<file path="src/rtl/pool_unit_arbiter.sv">
// Round-robin sequencer sharing one averaging unit among NREQ pooling requesters:
// clear the unit, feed it four beats, wait out its latency, then return the result.
module pool_unit_arbiter #(
   parameter int NREQ    = 4,
   parameter int LATENCY = 4,
   parameter int DW      = 32
) (
   input  logic                 clk,
   input  logic                 rst,
   input  logic [NREQ-1:0]      req,
   input  logic [NREQ*DW-1:0]   req_data,
   output logic [NREQ-1:0]      req_ready,
   output logic [NREQ-1:0]      rsp_valid,
   output logic [DW-1:0]        rsp_data,
   output logic                 busy,
   output logic                 unit_rst,
   output logic                 unit_en,
   output logic [DW-1:0]        unit_din,
   input  logic [DW-1:0]        unit_avg
);
   localparam int GW = (NREQ > 1) ? $clog2(NREQ) : 1;

   typedef enum logic [2:0] {IDLE, CLEAR, FEED, WAIT, RESP} state_t;
   state_t state, state_nxt;

   logic [GW-1:0]   grant;
   logic [GW-1:0]   last_grant;
   logic [GW-1:0]   pick;
   logic            pick_found;
   logic [2:0]      beat_cnt;
   logic [3:0]      lat_cnt;
   logic [NREQ-1:0] grant_onehot;
   logic            beat_ok;

   assign grant_onehot = NREQ'(1) << grant;
   assign beat_ok      = (state == FEED) && req[grant];
   assign req_ready    = (state == FEED) ? grant_onehot : '0;
   assign unit_rst     = (state == CLEAR);
   assign busy         = (state != IDLE);

   // Search starts just above the last served requester, wrapping, so nobody starves.
   always_comb begin
      pick       = last_grant;
      pick_found = 1'b0;
      for (int k = 1; k <= NREQ; k++) begin
         if (!pick_found && req[(int'(last_grant) + k) % NREQ]) begin
            pick       = GW'((int'(last_grant) + k) % NREQ);
            pick_found = 1'b1;
         end
      end
   end

   always_comb begin
      state_nxt = state;
      case (state)
         IDLE:    if (pick_found) state_nxt = CLEAR;
         CLEAR:   state_nxt = FEED;
         FEED:    if (beat_ok && beat_cnt == 3'd3) state_nxt = WAIT;
         WAIT:    if (lat_cnt == 4'(LATENCY)) state_nxt = RESP;
         RESP:    state_nxt = IDLE;
         default: state_nxt = IDLE;
      endcase
   end

   always_ff @(posedge clk) begin
      if (rst) begin
         state <= IDLE;
      end else begin
         state <= state_nxt;
      end
   end

   // unit_en and rsp_valid default low each cycle; only an accepted beat or the final
   // latency cycle raises them, which gives the one-cycle pulses the unit and requesters expect.
   always_ff @(posedge clk) begin
      if (rst) begin
         grant      <= '0;
         last_grant <= GW'(NREQ - 1);
         beat_cnt   <= '0;
         lat_cnt    <= '0;
         unit_en    <= 1'b0;
         unit_din   <= '0;
         rsp_valid  <= '0;
         rsp_data   <= '0;
      end else begin
         unit_en   <= 1'b0;
         rsp_valid <= '0;
         case (state)
            IDLE: begin
               if (pick_found) grant <= pick;
            end
            CLEAR: begin
               beat_cnt <= '0;
            end
            FEED: begin
               if (beat_ok) begin
                  unit_din <= req_data[int'(grant)*DW +: DW];
                  unit_en  <= 1'b1;
                  beat_cnt <= beat_cnt + 3'd1;
                  if (beat_cnt == 3'd3) lat_cnt <= 4'd1;
               end
            end
            WAIT: begin
               lat_cnt <= lat_cnt + 4'd1;
               if (lat_cnt == 4'(LATENCY)) begin
                  rsp_data  <= unit_avg;
                  rsp_valid <= grant_onehot;
               end
            end
            RESP: begin
               last_grant <= grant;
            end
            default: ;
         endcase
      end
   end
endmodule

</file>
<file path="config.mk">
export PLATFORM = sky130hd
export DESIGN_NAME = pool_unit_arbiter
export DESIGN_NICKNAME = d
export VERILOG_FILES = /design/src/rtl/pool_unit_arbiter.sv
export SDC_FILE = /design/constraint.sdc
export NUM_CORES = 1
export LEC_CHECK = 0
export CAP_MARGIN = 10
export CORE_ASPECT_RATIO = 0.5
export CORE_MARGIN = 2
export CORE_UTILIZATION = 40
export DETAILED_ROUTE_END_ITERATION = 6
export PLACE_DENSITY = 0.86
export SLEW_MARGIN = 20
export SYNTH_ARGS = -nofsm -noshare
export SYNTH_HDL_FRONTEND = slang
export SYNTH_SLANG_ARGS = --single-unit
</file>
<file path="constraint.sdc">
create_clock -name clk -period 2.9 [get_ports clk]
set_clock_uncertainty 0.05 [all_clocks]
set_input_delay 0.58 -clock clk [delete_from_list [all_inputs] [get_ports clk]]
set_output_delay 0.58 -clock clk [all_outputs]
set_load 0.05 [all_outputs]
</file>
Word level (Yosys, flattened, before mapping)
Index checks and enable logic that the tools add are counted.
- bits in registers: 83
- input bits: 166
- output and inout bits: 75
- word-level logic and storage cells: 97
- $add $sub $neg: 6
- magnitude comparators: 5
- eq/ne operators: 11
- shift operators: 2
- mux-type cells: 33
- bitwise logic cells: 7
- reductions and logical operators: 24
- operator list (kind ; number):
    $shiftx A128 B8 Y32 ; 1
    $lt A3 B4 Y1 const B ; 4
    $mux W1 ; 14
    $mux W3 ; 4
    $mux W4 ; 3
    $pmux W3 S4 ; 1
    $bmux W1 S2 ; 5
    $reduce_or A2 Y1 ; 5
    $eq A3 B2 Y1 const B ; 3
    $mux W2 ; 4
    $pmux W4 S2 ; 1
    $reduce_and A2 Y1 ; 4
    $ne A2 B2 Y1 const B ; 3
    $pmux W3 S2 ; 1
    $reduce_and A3 Y1 ; 2
    $logic_and A1 B1 Y1 ; 5
    $add A2 B1 Y2 const B ; 2
    $add A2 B2 Y2 const B ; 2
    $add A4 B1 Y4 const B ; 1
    $and A1 B1 Y1 const A ; 4
    $eq A4 B3 Y1 const B ; 1
    $ne A2 B1 Y1 const B ; 2
    $reduce_bool A2 Y1 ; 2
    $shl A1 B2 Y4 const A ; 1
    9 further kinds ; 13

Longest topological paths before layout
Gate-level depths: netlist (run 1).
- word-level depth: 18
- depth in mapped cells: 8
- mapped depth without buffers: 6

Worst setup path before layout (run 1)
No wires, ideal clock.
- kind: register -> output
- start: register state[1]
- end: output port req_ready[0]
- arrival: 1.884 ns
- data required time: 2.270 ns
- setup slack: 0.386 ns
- stages on the path, launching flop included: 4
- buffers on the path: 1
- cell sequence: dfxtp_1 buf_4 or3b_4 nor3_1
- longest elaborated chain between the ends: 2
- RTL lines (what ; line ; source):
    start: declaration ; 24 ; state_t state, state_nxt;
    start signal: assignment ; 69 ; state <= state_nxt;
    $eq A3 B2 Y1 ; 37 ; assign req_ready = (state == FEED) ? grant_onehot : '0;
    $mux W4 ; 37 ;
    end: declaration ; 12 ; output logic [NREQ-1:0] req_ready,
Every way passes these cells.

Worst setup path in the final report (run 1)
- start: register state[0]
- end: output port unit_rst
- longest elaborated chain between the ends: 1
- RTL lines (what ; line ; source):
    $eq A3 B1 Y1 ; 38 ; assign unit_rst = (state == CLEAR);
    end: declaration ; 16 ; output logic unit_rst,
Every way passes these cells.

==> results of run 1 <==
-- power groups by stage --
stage	sequential, mW	clock, mW	combinational (mW)
floorplan	1.30	0	0.310
global placement	1.23	0	0.725
detailed placement	1.23	0	0.735
CTS	1.20	1.08	0.737
global route	1.21	1.13	0.776
finish	1.20	1.06	0.730
-- cell type report --
cell class	instances	area share (%)
flip-flops and latches	83	24.9
inverters	7	0.394
clock inverters	6	0.769
well taps	135	2.53
multi-input cells	306	30.6
repair buffers	249	37.3
clock buffers	10	3.43
-- logic make-up after synthesis --
logic type      after synthesis  synth area share [%]
simple gates                180                  19.5
buf+inv                      42                  4.88
mux                          34                  19.5
fa+ha+maj                     4                  1.28
flops                        83                  42.7
compound gates               88                  12.2
-- worst max-delay path, stage by stage (launching register included) --
cell and delay, ns:
dfxtp_1 0.45, or3b_1 0.46, inv_1 0.09, clkdlybuf4s50_1 0.79
-- per-layer routing --
| metal | up-vias | global-route usage (%) | part of all wire, % |
|---|---|---|---|
| li1 | 1944 | - | - |
| met1 | 1853 | 28.0 | 41 |
| met2 | 143 | 41.0 | 53 |
| met3 | 11 | 5.22 | 6.0 |
| met4 | 0 | 3.70 | 0.65 |
| met5 | - | 0 | 0 |
-- state kept, by name (all words and copies together) (netlist names) --
register / count
state: 3
unit_din: 32
grant: 2
rsp_data: 32
beat_cnt: 3
last_grant: 2
rsp_valid: 4
unit_en: 1
lat_cnt: 4
-- worst paths after layout --
check / start / to / slack [ns] / cells past startpoint
worst max register to register: grant[1] / unit_din[2] / 0.63 / 5
worst min-delay path: rsp_data[13] / rsp_data[13] / 0.40 / 2
worst max-delay path: state[0] / unit_rst / 0.16 / 3
worst min register to register: rsp_data[13] / rsp_data[13] / 0.40 / 2
-- synth_stat cells (2+ instances only) --
master	count
nand2_1	134
dfxtp_1	83
a21oi_1	74
mux4_2	33
buf_2	14
clkbuf_1	14
nor2_1	14
inv_1	7
nand2b_1	7
nor3_1	5
buf_4	4
ha_1	4
buf_1	3
nand3_1	3
nor4_1	3
o21ai_0	3
or3_1	3
a211oi_1	2
and2_1	2
and3b_1	2
o21bai_1	2
-- per-stage QoR --
step                      util [%]  worst slack, ns  hold WS, ns  instances
final                         70.7            0.161        0.403        796
after global routing          70.7           0.0788        0.425        796
after CTS                     70.6           0.0402        0.404        796
after detailed placement      67.6           0.0891        0.395        780
after global placement        67.6            0.184        0.391        780
after floorplan                  -            0.386        0.398        431
-- what timing repair did --
item | CTS | global route
endpoints found under the setup margin | 0 | 2
gates resized for setup | 0 | 2
buffers inserted | 0 | 0
==> metrics, run 1 <==
status completed; DP HPWL 9640 um; RSZ-0062 raised after global routing no; fmax 365 MHz; WL final 12500 um; drt drc 0; DR WL/cell 15.7 um; Root Driver clkbuf_16; area leader, netlist dfxtp_1; TritonCTS Buffers 9; CTS H-tree depth 3; ANT nets after route 0; Worst Setup Start Kind register; grt total ovfl 0; routed vias/inst 4.96; Net Sw Frac 27.3%; Layout area overhead 71.4%; via count 3951; CP Capture Type primary output; vias in the first global route 3728; clk slew on worst S/H paths around 0.060 ns; Pleak 2.32 nW; asr flop ratio synth 0%; Final Setup Violations 0; critical setup path kind reg -> out; Die ar. 10600 sq um; Final GP Congestion 0.841; Synth Instances ~430; total power 2.99 mW; post-synthesis cell type count 36; initial antenna violation count 0; core footprint between 9000 and 10000 sq um; slew margin rel. 45.9%; CP Data Required Time 2.27 ns; commonest non-fill, non-tap cell in the layout clkdlybuf4s50_1; CTS Sinks slightly above 80; Comb pwr share 24.4%; HP Class reg -> reg; part of the power in registers 40.3%; Total Routing Usage GR 22.5%; Post-CTS Hold Buffers 0; CP max FO 8; Top Ports 241; worst-margin pin slew approximately 0.81 ns; Final nets 826; post-synthesis sequential area ratio 42.7%; Clock Latency Late Sink 0.32 ns; Multi-input gate area between 2000 and 2500 sq um; die height about 74 um; Clock power frac 35.3%; max-capacitance violation count 0; period utilization 94.4%; Final Hold Viols 0; share of cells above drive strength 1 10.3%; Synth area leaders dfxtp_1 (43%), mux4_2 (19%), nand2_1 (13%), a21oi_1 (9.5%), buf_2 (1.8%); worst IR drop on VDD 296 uV; n_diodes 0; Worst EP arrival 2.11 ns; IO Port Bufs 240; min cycle time layout around 2.7 ns; first-pass GRT wire length around 18000 um; most frequent cells in the layout clkdlybuf4s50_1 (235), nand2_1 (134), dfxtp_1 (81); max-slew violation count 0; NetSw 0.818 mW; post-route cell area approximately 6700 sq um; Iteration-0 DRC Markers 251; YS warnings 0; # fillers roughly 740; DRT Pass-1 Iters 5; largest net degree at the start of global routing between 40 and 50; top_reg_cell synth dfxtp_1; post-synthesis register bit count 83; PD cells approximately 450 nW/um^2; Post-synth EDFFs 0; Net Count, Synth ~600; mapped cell area between 3000 and 4000 sq um; Power Internal 2.17 mW; Yosys top cell area share between 40 and 50%; Placed Area between 6000 and 7000 sq um; Syn Area/Cell 9.04 sq um; Seq. cell area roughly 1700 sq um; CTS max path bufs 2; CTS tree done; Setup TNS Final 0 ns; initial core utilization about two fifths; Die Span X 144 um; site row count 25
(Power assumes the default switching activity.)
==> inputs of run 2 (changes only) <==
--- a/config.mk
+++ b/config.mk
@@ -7,7 +7,6 @@
 export LEC_CHECK = 0
 export CAP_MARGIN = 10
 export CORE_ASPECT_RATIO = 0.5
-export CORE_MARGIN = 2
 export CORE_UTILIZATION = 40
 export DETAILED_ROUTE_END_ITERATION = 6
 export PLACE_DENSITY = 0.86
==> run 2 against run 1 <==
  * Critical path depth did not move
  * Non-clock buffer count unchanged
  * Wire length decreased by 2.4%
  * Die area fell by 4.1%
  * Sequential power about the same
  * Worst hold slack worse by 0.00053 ns
  * Cell count stayed put
  * Sequential share of layout area is 0.21 points lower
  * Combinational power increased by 0.5%
  * Setup slack better by 0.010 ns
  * Largest cell class unchanged
  * Highest routed layer unchanged
==> metrics, run 2 (synthesis gave the netlist of run 1 again) <==
Final Setup Violations 0; HP Class reg -> reg; initial core utilization 41.2%; IO Port Bufs between 200 and 250; Root Driver clkbuf_16; end of the worst register-to-register path unit_din[12]; Worst EP arrival approximately 2.1 ns; CTS tree done; min cycle time layout 2.73 ns; worst-margin pin slew ~0.71 ns; Layout area overhead 72.8%; WL final 12200 um; CP max FO 8; CTS max path bufs 2; Die Span X 142 um; worst IR drop on VDD 347 uV; status completed; Placed Area 6390 sq um; Top Registers rsp_data: 32 flops, unit_din: 32 flops; DRT Pass-1 Iters 5; Clock Latency Late Sink ~0.33 ns; fmax 366 MHz; max-slew violation count 0; grt total ovfl 0; post-route cell area 6730 sq um; Worst R2R Start state[1]; Post-CTS Setup Bufs 0; commonest non-fill, non-tap cell in the layout clkdlybuf4s50_1; DR WL/cell 15.3 um; total power roughly 3.2 mW; drt drc 0; Final WS setup 0.171 ns; slew margin rel. a little over half; Iteration-0 DRC Markers about 360; Final Hold Viols 0; FF-to-FF path depth 5; worst reg-to-reg setup slack 0.67 ns; RSZ-0062 raised after global routing no; Final nets 826; vias in the first global route around 3800; die height around 70 um; clk slew on worst S/H paths 0.06 ns; initial antenna violation count 0; ANT nets after route 0; largest net degree at the start of global routing 50; period utilization between 90% and 100%; most frequent cells in the layout clkdlybuf4s50_1 (235), nand2_1 (134), dfxtp_1 (81); Worst setup startpoint state[0]; critical setup path kind reg -> out; CP Capture Type primary output; site row count 25; via count approximately 3900; PD cells 473 nW/um^2; core footprint 9450 sq um; DP HPWL 9350 um; pre-CTS setup slack 0.144 ns; TritonCTS Buffers 9; Die ar. 10200 sq um; CTS Sinks 83; routed vias/inst 4.96; Top Ports 241; CTS H-tree depth 3; Final GP Congestion 0.830; max-capacitance violation count 0; Pleak approximately 2.4 nW; share of cells above drive strength 1 10.4%; Setup TNS Final 0 ns; n_diodes 0; CP Data Required Time 2.27 ns; Total Routing Usage GR 23.7%; first-pass GRT wire length between 15000 and 20000 um; Worst Setup Start Kind register; CP endpoint unit_rst
[run 2: cell count changes in the layout (fill, tap and decap cells not counted)]
cell | previous run | this run
clkbuf_8 | 0 | 1
clkinv_4 | 2 | 3
clkbuf_1 | 1 | 0
bufinv_16 | 0 | 2
clkinvlp_4 | 3 | 0
[run 2: layer usage]
| metal | vias to the layer above | wire length, um | track usage (%) |
|---|---|---|---|
| met5 | - | 0 | 0 |
| met4 | 0 | 174 | 9.32 |
| met3 | 16 | 799 | 6.15 |
| met2 | 155 | 6420 | 42.4 |
| met1 | 1836 | 4780 | 27.6 |
| li1 | 1940 | - | - |
[run 2: critical path, cell delays in order, from the launching register on]
cell and delay, ns:
dfxtp_1 0.43, or3b_1 0.46, inv_1 0.08, clkdlybuf4s50_1 0.79
[run 2: metrics by stage]
stage               instances  hold WS, ns  util [%]
finish                    796        0.403      71.3
CTS                       796        0.404      71.2
global route              796        0.422      71.3
floorplan                 431        0.398         -
global placement          780        0.391      67.6
detailed placement        780        0.396      67.6
[run 2: worst min-delay path by stage]
stage	startpoint	end	slack, ns	depth (start not counted)
global placement	unit_din[27]	unit_din[27]	0.39	2
finish	unit_din[7]	unit_din[7]	0.40	2
detailed placement	unit_din[26]	unit_din[26]	0.40	2
floorplan	beat_cnt[2]	beat_cnt[2]	0.40	2
CTS	unit_din[26]	unit_din[26]	0.40	2
global route	rsp_data[15]	rsp_data[15]	0.42	2
[run 2: timing repair]
| action | in CTS | in global routing |
|---|---|---|
| hold buffers | 0 | 0 |
| gates resized for setup | 0 | 2 |
| endpoints found under the setup margin | 0 | 2 |
| endpoints found under the hold margin | 0 | 0 |
[run 2: power by group]
group          total (mW)  internal [mW]  switching, mW
Combinational       0.734          0.410          0.324
Sequential           1.20           1.17         0.0265
Clock                1.25          0.788          0.465
[run 2: area by class of cell]
class | instances | area, sq um
Timing Repair Buffer | 249 | 2490
Inverter | 7 | 26.3
Fill cell | 750 | 2720
Clock buffer | 10 | 239
Tap cell | 135 | 169
Sequential cell | 83 | 1660
Clock inverter | 6 | 97.6
Multi-Input combinational cell | 306 | 2050
